File: config.mk
export PLATFORM = sky130hd
export DESIGN_NAME = regfile
export DESIGN_NICKNAME = d
export VERILOG_FILES = /design/src/rtl/regfile.sv
export SDC_FILE = /design/constraint.sdc
export NUM_CORES = 2
export LEC_CHECK = 0
export ABC_CLOCK_PERIOD_IN_PS = 11400
export CORE_ASPECT_RATIO = 2
export CORE_MARGIN = 4
export CORE_UTILIZATION = 30
export DETAILED_ROUTE_END_ITERATION = 12
export PLACE_DENSITY_LB_ADDON = 0.2
export SYNTH_ARGS = -nofsm -noshare
export SYNTH_HDL_FRONTEND = slang
export SYNTH_SLANG_ARGS = --single-unit
File: constraint.sdc
create_clock -name clk -period 11.4 [get_ports clk]
set_clock_uncertainty 0.1 [all_clocks]
set_input_delay 1.14 -clock clk [delete_from_list [all_inputs] [get_ports clk]]
set_output_delay 1.14 -clock clk [all_outputs]
set_load 0.01 [all_outputs]
File: src/rtl/regfile.sv
// Register file with registered reads and a pending-write scoreboard.
// Optional same-edge write-to-read forwarding: define REGFILE_BYPASS_EN.
module regfile #(
    parameter int DATA_WIDTH = 32,
    parameter int NUM_REGS   = 32,
    parameter int ADDR_WIDTH = 5
) (
    input  logic                  clk,
    input  logic                  reset,
    input  logic                  enable,
    input  logic [ADDR_WIDTH-1:0] rd_addr1,
    input  logic [ADDR_WIDTH-1:0] rd_addr2,
    output logic [DATA_WIDTH-1:0] rd_data1,
    output logic [DATA_WIDTH-1:0] rd_data2,
    input  logic                  wr_en,
    input  logic [ADDR_WIDTH-1:0] wr_addr,
    input  logic [DATA_WIDTH-1:0] wr_data,
    input  logic                  issue_valid,
    input  logic [ADDR_WIDTH-1:0] issue_dst,
    output logic                  stall
);

    localparam int DEPTH = 1 << ADDR_WIDTH;

    logic [DATA_WIDTH-1:0] mem [DEPTH];
    logic [DEPTH-1:0]      busy;
    logic [DEPTH-1:0]      busy_nxt;

    logic                  wr_ok;
    logic                  set_ok;
    logic                  hit1;
    logic                  hit2;
    logic                  pend1;
    logic                  pend2;
    logic [DATA_WIDTH-1:0] raw1;
    logic [DATA_WIDTH-1:0] raw2;

    function automatic logic in_range(input logic [ADDR_WIDTH-1:0] a);
        return (NUM_REGS >= DEPTH) || (32'(a) < 32'(NUM_REGS));
    endfunction

    assign wr_ok  = wr_en && (wr_addr != '0) && in_range(wr_addr);

    // Entries outside the architectural range are never written and read as 0.
    assign raw1 = (rd_addr1 != '0 && in_range(rd_addr1)) ? mem[rd_addr1] : '0;
    assign raw2 = (rd_addr2 != '0 && in_range(rd_addr2)) ? mem[rd_addr2] : '0;

`ifdef REGFILE_BYPASS_EN
    assign hit1 = wr_ok && (wr_addr == rd_addr1);
    assign hit2 = wr_ok && (wr_addr == rd_addr2);
`else
    assign hit1 = 1'b0;
    assign hit2 = 1'b0;
`endif

    assign pend1 = busy[rd_addr1] && (rd_addr1 != '0) && !hit1;
    assign pend2 = busy[rd_addr2] && (rd_addr2 != '0) && !hit2;
    assign stall = enable && (pend1 || pend2);

    assign set_ok = issue_valid && !stall && (issue_dst != '0) &&
                    in_range(issue_dst);

    // Set is applied after clear so a newer outstanding write wins.
    always_comb begin
        busy_nxt = busy;
        if (wr_en)
            busy_nxt[wr_addr] = 1'b0;
        if (set_ok)
            busy_nxt[issue_dst] = 1'b1;
        busy_nxt[0] = 1'b0;
    end

    always_ff @(posedge clk) begin
        if (reset) begin
            for (int i = 0; i < DEPTH; i++)
                mem[i] <= '0;
            busy     <= '0;
            rd_data1 <= '0;
            rd_data2 <= '0;
        end else if (enable) begin
            if (wr_ok)
                mem[wr_addr] <= wr_data;
            busy     <= busy_nxt;
            rd_data1 <= hit1 ? wr_data : raw1;
            rd_data2 <= hit2 ? wr_data : raw2;
        end
    end

endmodule
==> summary.md <==
| Metric | Value |
|---|---|
| Yosys warning count | 0 |
| Setup Slack @ Placement | around 5 ns |
| Worst Path Arrival | around 5.2 ns |
| Clock Path Buffers | 3 |
| H-tree Lvls | 3 |
| Top sig layer | met5 |
| DR iter-0 viols | 3609 |
| Routed vias/inst | 5.59 |
| Worst setup EP type | output pin |
| Post-cts sizing count | 0 |
| Post-synthesis sequential area ratio | 55.6% |
| First-pass GRT wire length | 327000 um |
| Dominant cells by area after synthesis | edfxtp_1 (52%), mux4_2 (16%), and2_1 (11%) |
| RSZ-0062 raised after global routing | false |
| Worst-path clk slew | 0.06 ns |
| DR WL met3 | 13200 um |
| Total core area | 195000 um^2 |
| Crit Path Max Fanout | 33 |
| Fin nets | 4076 |
| WS Path Type | input port to output pin |
| Post-CTS Setup Bufs | 0 |
| Worst-margin pin slew | around 1.2 ns |
| Final antenna-violating net count | 0 |
| Max cap viols | 0 |
| I/O pin count | around 120 |
| Post-route setup slack | 4.92 ns |
| Hold Crit Class | flip-flop to flip-flop |
| Async set-reset flop share out of synthesis | 0% |
| Routed WL | 239000 um |
| Multi-input gate area in the final layout | 25000 um^2 |
| WHS | 0.364 ns |
| CP required | 10.16 ns |
| P_leak | 22.4 nW |
| CTS tree | built |
| Number of global-route vias before repair | 39300 |
| Yosys reg bits | 1119 |
| Initial DRT Pass Iterations | 6 |
| Final setup TNS | 0 ns |
| Largest net degree at the start of global routing | 121 |
| Yosys cell types | 46 |
| Metal2 WL | 126000 um |
| Status | complete, no violations |
| Area growth from synthesis to layout | 13.3% |
| Clock Sinks | 1119 |
| Crit share post-route | a little under three fifths |
| Post-synth EDFFs | between 1000 and 1500 |
| Hold Buf Count CTS | 0 |
| Global route overflow | 0 |
| Fill cells | 18600 |
| CTS Root Cell | clkbuf_16 |
| Share of cells above drive strength 1 | 22.4% |
| DP HPWL | approximately 140000 um |
| Register cell area after layout | 32700 um^2 |
| Mapped Cells | just over 4000 |
| Mean Syn Cell Area | about 14 um^2 |
| # setup viols final | 0 |
| Via count | 37200 |
| Max Slew Vio Count | 0 |
| Highest clock rate | 0.154 GHz |
| DR DRC count | 0 |
| Effective utilization at floorplan | 30.2% |
| PD cells | 147 nW/um^2 |
| Row cnt | 229 |
| Clk_lat worst skew | a little over 0.7 ns |
| Min Tclk post-route | 6.48 ns |
| Maximum vdd drop | 0.000123 V |
| WL met1 | 84700 um |
| Relative slew slack | 18.5% |
| Synth Flop Type | edfxtp_1 |
| CP Launch Type | input port |
| Die Y-Extent | roughly 630 um |
| Antenna violations before repair | 35 |
| Synth top area share | 52.3% |
| Die W | between 300 and 400 um |
| Placer Congestion | 0.781 |
| Port Buffers | roughly 120 |
| Die ar. | 203000 um^2 |
| Post-synthesis cell area | 58800 um^2 |
| CTS Buf Count | 105 |
| Fin util | 34.2% |
| Hold Vio Cnt, Final | 0 |
| Routed len/inst | 35.9 um |
| Cell taking the most area after synthesis | edfxtp_1 |
| Total GRT Usage | 23.2% |
## area by class of cell
type,instances,area share (%)
Multi-Input combinational cell,2548,37.5
Timing Repair Buffer,233,3.15
Tap cell,2541,4.78
Sequential cell,1119,49.1
Antenna cell,13,0.0489
Clock inverter,56,0.805
Inverter,12,0.0733
Clock buffer,139,4.54
## synth_stat cells, drive strengths merged, types with 42 or more instances
master / count
nand2: 93
mux2i: 251
a221oi: 42
mux2: 118
nor2: 70
buf: 129
dfxtp: 95
mux4: 425
o221ai: 62
and2: 993
edfxtp: 1024
clkbuf: 312
a21oi: 112
o21ai: 66
## final timing paths
kind,slack [ns],depth (start not counted),endpoint,start
min reg2reg,0.36,2,rd_data2[3],rd_data2[3]
max reg2reg,8.95,7,busy[8],busy[12]
min,0.36,2,rd_data2[3],rd_data2[3]
max,4.92,9,stall,enable
## metrics by stage
step | total power [mW] | cells | cell area [um^2]
2_1_floorplan | 5.57 | 4120 | 58900
3_3_place_gp | 6.10 | 6453 | 63000
3_5_place_dp | 6.12 | 6453 | 63000
4_1_cts | 9.84 | 6648 | 66500
5_1_grt | 10.0 | 6651 | 66500
6_report | 9.76 | 6661 | 66600
## report_power, final
| group | internal, mW | switching [mW] |
|---|---|---|
| combinational | 0.478 | 0.721 |
| clock | 2.07 | 1.67 |
| sequential | 4.69 | 0.129 |
## per-layer routing
| metal | GRT usage [%] | vias up |
|---|---|---|
| li1 | - | 15500 |
| met1 | 25.9 | 19700 |
| met2 | 42.5 | 1439 |
| met3 | 3.28 | 528 |
| met4 | 12.8 | 10 |
| met5 | 0 | - |
## sequential cells by signal (all words and copies together) (netlist names)
signal    cells
rd_data2     32
rd_data1     32
mem        1024
busy         31
## critical path, cell delays in order
cell	delay, ns
clkdlybuf4s50_1	0.83
clkinv_2	0.59
a21oi_4	0.26
buf_4	0.65
o21ai_0	0.23
o211ai_1	0.26
a32o_1	0.20
buf_4	0.34
clkdlybuf4s50_1	0.68
## cell usage in the layout (no fill, tap or decap), types with 13 or more instances in the layout
cell type / synthesis / layout
o21ai_0: 66 / 36
a21oi_1: 112 / 111
a22oi_1: 32 / 32
o21ai_4: 0 / 30
o221ai_1: 62 / 62
a211o_1: 19 / 19
a221o_1: 13 / 13
clkinv_2: 0 / 27
a21boi_0: 31 / 31
nor2_1: 70 / 38
o211ai_1: 22 / 22
conb_1: 1 / 32
buf_4: 17 / 110
clkbuf_16: 0 / 111
a32oi_1: 32 / 32
o31ai_1: 17 / 15
edfxtp_1: 1024 / 1024
mux4_2: 425 / 425
mux2i_1: 251 / 251
dfxtp_1: 95 / 95
nand2b_1: 37 / 37
mux2_2: 118 / 118
clkbuf_8: 0 / 15
a221oi_1: 42 / 42
nor2_4: 0 / 32
diode_2: 0 / 13
nand2_1: 93 / 93
and2_1: 993 / 993
clkbuf_1: 312 / 13
clkdlybuf4s50_1: 0 / 110
## logic make-up after synthesis
group | Yosys count | synth area share [%]
and+or+nand+nor | 1229 | 12.4
DFF | 1119 | 55.6
muxes | 794 | 22.8
AOI/OAI and AO/OA | 493 | 6.01
buffers and inverters | 453 | 3.19
other | 1 | 0.00638
(Power assumes the default switching activity.)
